### src/rtl/assert_ctl_pkg.sv
// rtl/assert_ctl_pkg.sv - shared types and default parameters for the assertion-control driver
package assert_ctl_pkg;

  // Command opcodes carried on cmd_op
  typedef enum logic [1:0] {
    OP_ON      = 2'd0,
    OP_OFF     = 2'd1,
    OP_KILL    = 2'd2,
    OP_OFF_FOR = 2'd3
  } assert_ctl_op_e;

  // Driver FSM states
  typedef enum logic [1:0] {
    ST_HOLDOFF = 2'd0,
    ST_IDLE    = 2'd1,
    ST_WINDOW  = 2'd2
  } assert_ctl_state_e;

  localparam int DEF_NGRP    = 4;
  localparam int DEF_HOLDOFF = 16;
  localparam int DEF_CNT_W   = 8;

  // Counter width able to hold both a window length and HOLDOFF-1
  function automatic int cnt_width(input int cnt_w, input int holdoff);
    int hw;
    hw = (holdoff > 1) ? $clog2(holdoff) : 1;
    return (cnt_w > hw) ? cnt_w : hw;
  endfunction

endpackage

### src/rtl/assert_ctl_driver_if.sv
// rtl/assert_ctl_driver_if.sv - command port and control outputs of the assertion-control driver
interface assert_ctl_driver_if
  import assert_ctl_pkg::*;
#(
  parameter int NGRP  = DEF_NGRP,
  parameter int CNT_W = DEF_CNT_W
);

  logic             cmd_valid;
  logic             cmd_ready;
  assert_ctl_op_e   cmd_op;
  logic [NGRP-1:0]  cmd_mask;
  logic [CNT_W-1:0] cmd_len;
  logic [NGRP-1:0]  assert_en;
  logic [NGRP-1:0]  assert_kill;
  logic             busy;

  // Command source and consumer of the enable/kill controls
  modport master (
    output cmd_valid, cmd_op, cmd_mask, cmd_len,
    input  cmd_ready, assert_en, assert_kill, busy
  );

  // The driver itself
  modport slave (
    input  cmd_valid, cmd_op, cmd_mask, cmd_len,
    output cmd_ready, assert_en, assert_kill, busy
  );

endinterface

### src/rtl/assert_ctl_wincnt.sv
// rtl/assert_ctl_wincnt.sv - loadable down-counter shared by the holdoff and timed-off windows
module assert_ctl_wincnt #(
  parameter int W = 8
) (
  input  logic         clk,
  input  logic         rst_n,
  input  logic         load_i,
  input  logic [W-1:0] load_val_i,
  output logic         busy_o,
  output logic         done_o
);

  logic [W-1:0] cnt_q;
  logic [W-1:0] cnt_d;

  // Load wins over decrement; the count parks at zero once exhausted
  always_comb begin
    cnt_d = cnt_q;
    if (load_i) begin
      cnt_d = load_val_i;
    end else if (cnt_q != '0) begin
      cnt_d = cnt_q - W'(1);
    end
  end

  // Count register, cleared by reset so the holdoff always starts from scratch
  always_ff @(posedge clk or negedge rst_n) begin
    if (!rst_n) begin
      cnt_q <= '0;
    end else begin
      cnt_q <= cnt_d;
    end
  end

  assign busy_o = (cnt_q != '0);
  assign done_o = (cnt_q == W'(1));

endmodule

### src/rtl/assert_ctl_driver.sv
// rtl/assert_ctl_driver.sv - command-driven per-group assertion enable/kill generator (optional ASSERT_CTL_KILL_EN)
module assert_ctl_driver
  import assert_ctl_pkg::*;
#(
  parameter int NGRP    = DEF_NGRP,
  parameter int HOLDOFF = DEF_HOLDOFF,
  parameter int CNT_W   = DEF_CNT_W
) (
  input logic          clk,
  input logic          rst_n,
  assert_ctl_driver_if.slave ctl
);

  localparam int CW = cnt_width(CNT_W, HOLDOFF);

  assert_ctl_state_e state_q, state_d;
  logic [NGRP-1:0]   en_q, en_d;
  logic [NGRP-1:0]   mask_q, mask_d;
  logic              cnt_load;
  logic [CW-1:0]     cnt_val;
  logic              cnt_busy;
  logic              cnt_done;
`ifdef ASSERT_CTL_KILL_EN
  logic [NGRP-1:0]   kill_q, kill_d;
`endif

  // One counter serves both phases: they never overlap, and it is idle (zero) in IDLE
  assert_ctl_wincnt #(
    .W (CW)
  ) u_wincnt (
    .clk        (clk),
    .rst_n      (rst_n),
    .load_i     (cnt_load),
    .load_val_i (cnt_val),
    .busy_o     (cnt_busy),
    .done_o     (cnt_done)
  );

  // Next-state, enable update and counter control
  always_comb begin
    state_d  = state_q;
    en_d     = en_q;
    mask_d   = mask_q;
    cnt_load = 1'b0;
    cnt_val  = '0;
`ifdef ASSERT_CTL_KILL_EN
    kill_d   = '0;
`endif
    case (state_q)
      ST_HOLDOFF: begin
        // First posedge after release arms the counter with HOLDOFF-1 so the
        // exit lands on the HOLDOFF-th posedge; 0 or 1 exits immediately.
        if (!cnt_busy) begin
          if (HOLDOFF <= 1) begin
            state_d = ST_IDLE;
            en_d    = '1;
          end else begin
            cnt_load = 1'b1;
            cnt_val  = CW'(HOLDOFF - 1);
          end
        end else if (cnt_done) begin
          state_d = ST_IDLE;
          en_d    = '1;
        end
      end
      ST_IDLE: begin
        if (ctl.cmd_valid) begin
          case (ctl.cmd_op)
            OP_ON:  en_d = en_q | ctl.cmd_mask;
            OP_OFF: en_d = en_q & ~ctl.cmd_mask;
            OP_KILL: begin
`ifdef ASSERT_CTL_KILL_EN
              kill_d = ctl.cmd_mask;
`else
              en_d   = en_q & ~ctl.cmd_mask;
`endif
            end
            OP_OFF_FOR: begin
              en_d     = en_q & ~ctl.cmd_mask;
              mask_d   = ctl.cmd_mask;
              cnt_load = 1'b1;
              cnt_val  = (ctl.cmd_len == '0) ? CW'(1) : CW'(ctl.cmd_len);
              state_d  = ST_WINDOW;
            end
            default: en_d = en_q;
          endcase
        end
      end
      ST_WINDOW: begin
        // Only the saved groups are restored; others keep whatever they hold
        if (cnt_done) begin
          en_d    = en_q | mask_q;
          state_d = ST_IDLE;
        end
      end
      default: begin
        state_d = ST_HOLDOFF;
      end
    endcase
  end

  // State, enable and saved-mask registers
  always_ff @(posedge clk or negedge rst_n) begin
    if (!rst_n) begin
      state_q <= ST_HOLDOFF;
      en_q    <= '0;
      mask_q  <= '0;
    end else begin
      state_q <= state_d;
      en_q    <= en_d;
      mask_q  <= mask_d;
    end
  end

`ifdef ASSERT_CTL_KILL_EN
  // Kill pulse register; kill_d defaults to zero so each pulse lasts one cycle
  always_ff @(posedge clk or negedge rst_n) begin
    if (!rst_n) begin
      kill_q <= '0;
    end else begin
      kill_q <= kill_d;
    end
  end

  assign ctl.assert_kill = kill_q;
`else
  assign ctl.assert_kill = '0;
`endif

  assign ctl.assert_en = en_q;
  assign ctl.cmd_ready = (state_q == ST_IDLE);
  assign ctl.busy      = (state_q != ST_IDLE);

endmodule

### src/flat_wrapper.sv
// flat-port wrapper written by rule: the top's interface ports become plain ports
module assert_ctl_driver_flat import assert_ctl_pkg::*;
#(
  parameter int NGRP    = DEF_NGRP,
  parameter int HOLDOFF = DEF_HOLDOFF,
  parameter int CNT_W   = DEF_CNT_W
)
  (clk, rst_n, ctl_cmd_valid, ctl_cmd_op, ctl_cmd_mask, ctl_cmd_len, ctl_cmd_ready, ctl_assert_en, ctl_assert_kill, ctl_busy);
  assert_ctl_driver_if #(.NGRP(NGRP), .CNT_W(CNT_W)) ctl_i ();
  input logic clk;
  input logic rst_n;
  input wire logic [$bits(ctl_i.cmd_valid)-1:0] ctl_cmd_valid;
  input wire logic [$bits(ctl_i.cmd_op)-1:0] ctl_cmd_op;
  input wire logic [$bits(ctl_i.cmd_mask)-1:0] ctl_cmd_mask;
  input wire logic [$bits(ctl_i.cmd_len)-1:0] ctl_cmd_len;
  output wire logic [$bits(ctl_i.cmd_ready)-1:0] ctl_cmd_ready;
  output wire logic [$bits(ctl_i.assert_en)-1:0] ctl_assert_en;
  output wire logic [$bits(ctl_i.assert_kill)-1:0] ctl_assert_kill;
  output wire logic [$bits(ctl_i.busy)-1:0] ctl_busy;
  assign ctl_i.cmd_valid = ctl_cmd_valid;
  assign ctl_i.cmd_op = ctl_cmd_op;
  assign ctl_i.cmd_mask = ctl_cmd_mask;
  assign ctl_i.cmd_len = ctl_cmd_len;
  assign ctl_cmd_ready = ctl_i.cmd_ready;
  assign ctl_assert_en = ctl_i.assert_en;
  assign ctl_assert_kill = ctl_i.assert_kill;
  assign ctl_busy = ctl_i.busy;
  assert_ctl_driver #(.NGRP(NGRP), .HOLDOFF(HOLDOFF), .CNT_W(CNT_W)) u_core (.clk(clk), .rst_n(rst_n), .ctl(ctl_i));
endmodule
### config.mk
export PLATFORM = sky130hd
export DESIGN_NAME = assert_ctl_driver_flat
export DESIGN_NICKNAME = d
export VERILOG_FILES = /design/src/rtl/assert_ctl_pkg.sv /design/src/rtl/assert_ctl_driver_if.sv /design/src/rtl/assert_ctl_wincnt.sv /design/src/rtl/assert_ctl_driver.sv /design/src/flat_wrapper.sv
export SDC_FILE = /design/constraint.sdc
export NUM_CORES = 1
export LEC_CHECK = 0
export ABC_AREA = 1
export CORE_MARGIN = 1.5
export CORE_UTILIZATION = 35
export DETAILED_ROUTE_END_ITERATION = 8
export PLACE_DENSITY = 0.63
export SYNTH_ARGS = -nofsm -noshare
export SYNTH_HDL_FRONTEND = slang
export SYNTH_HIERARCHICAL = 1
export SYNTH_SLANG_ARGS = --single-unit
### constraint.sdc
create_clock -name clk -period 1.9 [get_ports clk]
set_input_delay 0.19 -clock clk [delete_from_list [all_inputs] [get_ports clk]]
set_output_delay 0.19 -clock clk [all_outputs]
set_load 0.1 [all_outputs]
* After elaboration in Yosys (flattened, before gate mapping)
Cells that the tools add are included.
** Word-level totals
- Input port bits :: 17
- Register bits after elaboration :: 18
- Output and inout port bits :: 10
- Logic and storage cells :: 53
** Operators by class
- Bitwise gates (word level) :: 4
- Reduce and logical (&&, ||, !) cells :: 10
- Eq/ne operators :: 12
- Muxes and demuxes :: 22
- Add/subtract/negate cells :: 1
** Operators by type and width (count)
- 8-bit two-way mux :: 5
- 4-bit two-way mux :: 5
- 8-bit one-hot mux with 2 select lines :: 1
- 4-bit one-hot mux with 3 select lines :: 1
- 2-bit by 1-bit inequality test with 1-bit output, second input constant :: 5
- 8-bit by 1-bit equality test with 1-bit output, second input constant :: 1
- 8-bit logical NOT :: 1
- 2-bit two-way mux :: 4
- 4-bit OR :: 2
- 4-bit one-hot mux with 2 select lines :: 1
- 8-bit nonzero test :: 1
- 8-bit by 1-bit subtractor with 8-bit output, second input constant :: 1
- 2-bit equality test, second input constant :: 3
- 2-bit one-hot mux with 3 select lines :: 1
- 3-bit AND reduction :: 2
- 5-bit AND reduction :: 1
- 4-bit AND :: 1
- 2-bit by 1-bit equality test with 1-bit output, second input constant :: 2
- 2-bit logical NOT :: 2
- 4-bit NOT :: 1
- 1-bit two-way mux :: 3
- 3-bit nonzero test :: 1
- 3-bit OR reduction :: 1
- 2-bit inequality test, second input constant :: 1
- 2 further kinds :: 2

* Depth between registers and ports, before layout
- Depth after elaboration :: 6
- Mapped depth :: 13
- Mapped depth without buffers :: 13

* Cells and area by module
Netlist, hierarchy kept.
** By module, submodules not included
- assert_ctl_driver :: cells an instance 133, times used 1, sequential area each 250.2 sq um, area an instance 798.3 sq um
- assert_ctl_wincnt :: cells an instance 78, times used 1, sequential area each 200.2 sq um, area an instance 593.1 sq um

* Worst setup path after synthesis
No wires, ideal clock.
- Path kind :: flip-flop to flip-flop
- Start point :: register u_core.state_q[1]
- End point :: register u_core.u_wincnt.cnt_q[1]
- Stages on the path, launching flop included :: 11
- Data required time :: 1.780 ns
- Path buffers :: 1
- Setup time :: 0.120 ns
- Slack :: -1.040 ns
- Arrival :: 2.821 ns
- Clock period less this slack :: 2.940 ns
- Cells stage by stage :: dfrtp_1 > inv_1 > ha_1 > inv_2 > nor3_4 > nor2_1 > inv_1 > buf_4 > o21ai_0 > nand2_1 > o21ai_2
** On the way
- Cells in the longest elaborated chain, start to end :: 3
- Elaborated cells between the ends (all ways) :: 6
- Those cells by class :: eq/ne (1); mux (3); reduce/logical (2)
** RTL lines
- from (decl) :: line assert_ctl_driver.sv:16 : assert_ctl_state_e state_q, state_d;
- from (signal assigned) :: line assert_ctl_driver.sv:109 : state_q <= state_d;
- 2-bit by 1-bit equality test with 1-bit output (*)
- via ctl_cmd_ready :: line flat_wrapper.sv:16 : output wire logic [$bits(ctl_i.cmd_ready)-1:0] ctl_cmd_ready;
- 1-bit one-hot mux with 2 select lines (*) :: line assert_ctl_driver.sv:49 : case (state_q)
- via u_core.cnt_load :: line assert_ctl_driver.sv:19 : logic cnt_load;
- 8-bit two-way mux or 2-bit nonzero test (tied branches)
- to (signal assigned) :: line assert_ctl_wincnt.sv:31 : cnt_q <= cnt_d;
- to (decl) :: line assert_ctl_wincnt.sv:13 : logic [W-1:0] cnt_q;
Mark *: on every way through the listed nets, which the timed path passes. The rest lies on a longest branch.
A chain may end at the register's enable or synchronous reset.

* Final worst setup path
- Start point :: register u_core.u_wincnt.cnt_q[0]
- End point :: register u_core.u_wincnt.cnt_q[0]
** On the way
- Cells in the longest elaborated chain, start to end :: 4
- Elaborated cells between the ends (all ways) :: 9
- Those cells by class :: add/sub (1); mux (6); reduce/logical (2)
** RTL lines
- 8-bit nonzero test :: line assert_ctl_wincnt.sv:35 : assign busy_o = (cnt_q != '0);
- via u_core.cnt_busy :: line assert_ctl_driver.sv:21 : logic cnt_busy;
- 4-bit two-way mux :: line assert_ctl_driver.sv:53 : if (!cnt_busy) begin
- 8-bit one-hot mux with 2 select lines :: line assert_ctl_driver.sv:49
- via u_core.cnt_val[0] :: line assert_ctl_driver.sv:20 : logic [CW-1:0] cnt_val;
- 8-bit two-way mux :: line assert_ctl_wincnt.sv:19 : if (load_i) begin
The timed path passes the listed nets, and every way through them passes these cells. The select of a mux whose other input is x is not followed.

==> Implementation_results.wiki <==
{| class="wikitable"
! Metric !! Value
|-
| Classification of the worst setup path || reg2reg
|-
| First-pass GRT wire length || 5170 um
|-
| FF+latch count, synth || 18
|-
| Proportion of synthesized chip area in sequential cells || 32.4%
|-
| # port buffers || 22
|-
| Launch point of the worst reg-to-reg path || u_core/u_wincnt/cnt_q[0]$_DFFE_PN0P_
|-
| Post-route standard cell area excluding fillers || 1810 um^2
|-
| Sequential cell area || 452 um^2
|-
| Worst r2r path cells || 13
|-
| Largest fanout of any net on the critical path || 3
|-
| Slack of the worst reg-to-reg path || 0.16 ns
|-
| Total clock buffers created by CTS || 3
|-
| Average wire per standard cell || 10.7 um
|-
| Core area || 3740 um^2
|-
| Starting utilization of the core area || 37.2%
|-
| Routed length on met3 || 115 um
|-
| Placer congestion estimate || 0.817
|-
| Full die area || 4360 um^2
|-
| Stage delay of the slowest cell on the critical path || 0.38 ns
|-
| Clock tree from TritonCTS || yes
|-
| CP Capture Type || flop
|-
| Crit path max-delay family || simple AND/OR/NAND/NOR gates
|-
| Placed Instance Area || 1710 um^2
|-
| Power per unit of standard cell area || 1810 nW/um^2
|-
| Share of the synthesized area in the top cell type || 32.4%
|-
| Detail Route Antenna Nets || 0
|-
| Clock skew || 0.00255 ns
|-
| Mean instance size in the synthesized netlist || 6.59 um^2
|-
| Net count of the finished layout || 267
|-
| Largest net degree at the start of global routing || 19
|-
| Buffers & Inverters on Critical Path || 2
|-
| Post-synth design cell area || 1390 um^2
|-
| Count of different cell masters after synthesis || 20
|-
| Highest ir drop seen on vdd || 0.00137 V
|-
| Setup repair after global routing missed its margin || false
|-
| Slowest cell on the critical path || sky130_fd_sc_hd__dfrtp_1
|-
| Reg-to-reg endpoint || u_core/u_wincnt/cnt_q[0]$_DFFE_PN0P_
|-
| Number of I/O pins || 27
|-
| Std-Cell Rows || 22
|-
| Filler Cell Count || 399
|-
| Die width || 66.1 um
|-
| Mapped Cells || 211
|-
| Share of final-layout standard cells stronger than drive strength 1 || 17.8%
|-
| Total of hold buffers inserted after clock tree synthesis || 0
|-
| Final clock period utilization by the worst path || 91.6%
|-
| Crit-path cells || inv_1 > ha_1 > nand2_4 > nor2_8 > inv_2 > nor2_4 > or2_2 > nor2_1 > nor2_1 > nand2_1 > o21ai_0 > nand2_1 > o21ai_2
|-
| Post-route met1 wirelength || 1490 um
|-
| Clk pin slew, worst setup/hold paths || 0.07 ns
|-
| Top cells by area in the synthesized netlist || sky130_fd_sc_hd__dfrtp_1 32%, sky130_fd_sc_hd__nand2_1 19%, sky130_fd_sc_hd__nor2_1 11%
|-
| Clock period minus final worst setup slack || 1.74 ns
|-
| Detailed Route WL || 3100 um
|-
| Setup TNS || 0 ns
|-
| Iter 0 DRT Violations || 65
|-
| Highest attainable clock frequency || 575 MHz
|-
| Biggest area consumer among synthesized cells || sky130_fd_sc_hd__dfrtp_1
|-
| Warnings, synthesis || 6
|-
| Hold Violations, Final || 0
|-
| DRC violation count after routing || 0
|-
| Antenna violations before repair || 0
|-
| Highest metal layer used by the detailed router || met4
|-
| Clk Tree Root Cell || sky130_fd_sc_hd__clkbuf_8
|-
| Total global routing overflow || 0
|-
| Final number of max-transition violations || 0
|-
| Clk buf depth || 2
|-
| Post-synthesis to final-layout area growth || 30.1%
|-
| Area occupied by multi-input gates || 843 um^2
|-
| Leakage power summed over all cells || 0.000946 uW
|-
| Total number of H-tree levels || 1
|-
| HP Class || in2async
|-
| Met2 wire len || 1490 um
|-
| Die height || 66.1 um
|-
| Total of max-cap violations || 0
|-
| Arrival time at the worst endpoint || 1.88 ns
|-
| Run status || complete, no violations
|-
| Vias in the first global route || 1,176
|-
| Global routing usage summed across all routing layers || 15.4%
|-
| Finish-stage setup viols || 0
|-
| Clock latency on the worst-skew pair || 0.25 ns
|-
| # clock sinks || 18
|-
| Via count of the routed design || 1,276
|-
| Number of antenna diodes || 0
|-
| Crit start category || flop
|-
| Data required, critical path || 2.04 ns
|-
| Average via count per standard cell || 4.40
|-
| HPWL after detailed placement || 2410 um
|-
| First drt pass iteration count || 4
|}
==> worst max path at each step <==
stage / start / cells past startpoint / end
final: u_core/u_wincnt/cnt_q[0]$_DFFE_PN0P_ / 13 / u_core/u_wincnt/cnt_q[0]$_DFFE_PN0P_
after global routing: u_core/u_wincnt/cnt_q[1]$_DFFE_PN0P_ / 11 / u_core/ctl.assert_en[3]$_DFFE_PN0P_
after floorplan: u_core/state_q[1]$_DFFE_PN0P_ / 10 / u_core/u_wincnt/cnt_q[1]$_DFFE_PN0P_
after CTS: u_core/u_wincnt/cnt_q[0]$_DFFE_PN0P_ / 11 / u_core/u_wincnt/cnt_q[3]$_DFFE_PN0P_
after detailed placement: u_core/u_wincnt/cnt_q[0]$_DFFE_PN0P_ / 11 / u_core/u_wincnt/cnt_q[3]$_DFFE_PN0P_
after global placement: ctl_cmd_op[0] / 8 / u_core/u_wincnt/cnt_q[3]$_DFFE_PN0P_
==> repair_timing <==
item,in CTS,in global routing
resized for setup,0,9
setup endpoints to repair,0,8
setup buffers,0,2
==> routing by layer <==
layer  track usage [%]  up-vias
li1                  -      692
met1              19.6      558
met2              27.7       24
met3              2.04        2
met4              3.83        0
met5                 0        -
==> Yosys cell counts, drive strengths merged <==
cell / number
nand2: 75
nor2: 45
inv: 28
dfrtp: 18
o21ai: 16
nand3: 9
ha: 7
buf: 5
a21oi: 4
conb: 1
nor3: 1
or2: 1
xor2: 1
==> final cells by class <==
type	instances	area share, %
timing repair inverter	1	0.415
clock buffer	4	3.04
sequential	18	24.9
multi-input combinational	163	46.6
tap	48	3.32
timing repair buffer	28	15.2
inverter	28	6.50
==> sequential cells by signal (all words and copies together), names as in the netlist <==
name                   cells
u_core/u_wincnt/cnt_q      8
u_core/state_q             2
u_core/mask_q              4
u_core/ctl.assert_en       4
==> cell usage in the layout, fill, tap and decap left out, types with 3 or more instances in the layout <==
cell type and count:
sky130_fd_sc_hd__ha_1 6, sky130_fd_sc_hd__o21ai_2 5, sky130_fd_sc_hd__clkdlybuf4s50_1 16, sky130_fd_sc_hd__inv_2 3
sky130_fd_sc_hd__nand2_4 3, sky130_fd_sc_hd__dfrtp_1 17, sky130_fd_sc_hd__buf_4 10, sky130_fd_sc_hd__nor2_4 4
sky130_fd_sc_hd__nand3_1 9, sky130_fd_sc_hd__inv_1 24, sky130_fd_sc_hd__a21oi_1 3, sky130_fd_sc_hd__clkbuf_8 4
sky130_fd_sc_hd__nor2_2 3, sky130_fd_sc_hd__conb_1 4, sky130_fd_sc_hd__o21ai_0 9, sky130_fd_sc_hd__nand2_1 71
sky130_fd_sc_hd__nor2_1 37
==> where the power goes <==
group | leakage, uW | internal (uW) | switching [uW]
combinational | 0.000696 | 729 | 1480
sequential | 0.000221 | 584 | 183
clock | 0.0000288 | 184 | 127
total | 0.000946 | 1500 | 1790
==> per-stage QoR <==
step | cells | total power (uW) | utilization, % | worst slack [ns] | hold WS (ns)
after floorplan | 214 | 2420 | - | 0.00240 | -0.106
after global placement | 283 | 2920 | 45.7 | 0.116 | 0.463
after detailed placement | 283 | 2930 | 45.7 | 0.0301 | 0.465
after CTS | 287 | 3260 | 47.2 | 0.0158 | 0.268
after global routing | 290 | 3570 | 48.4 | 0.00840 | 0.286
final | 290 | 3280 | 48.4 | 0.159 | 0.267
==> cell families (layout without fill, tap and decap cells) <==
kind of cell,Yosys count,after routing,share of synthesized area [%]
and+or+nand+nor,131,131,41.6
buffers and inverters,33,61,10.3
AOI/OAI and AO/OA,20,20,8.54
DFF,18,18,32.4
adders and majority gates,7,7,6.29
other,1,4,0.270
xor gates and xnor gates,1,1,0.630
No activity file was read; power rests on OpenSTA's default activity.
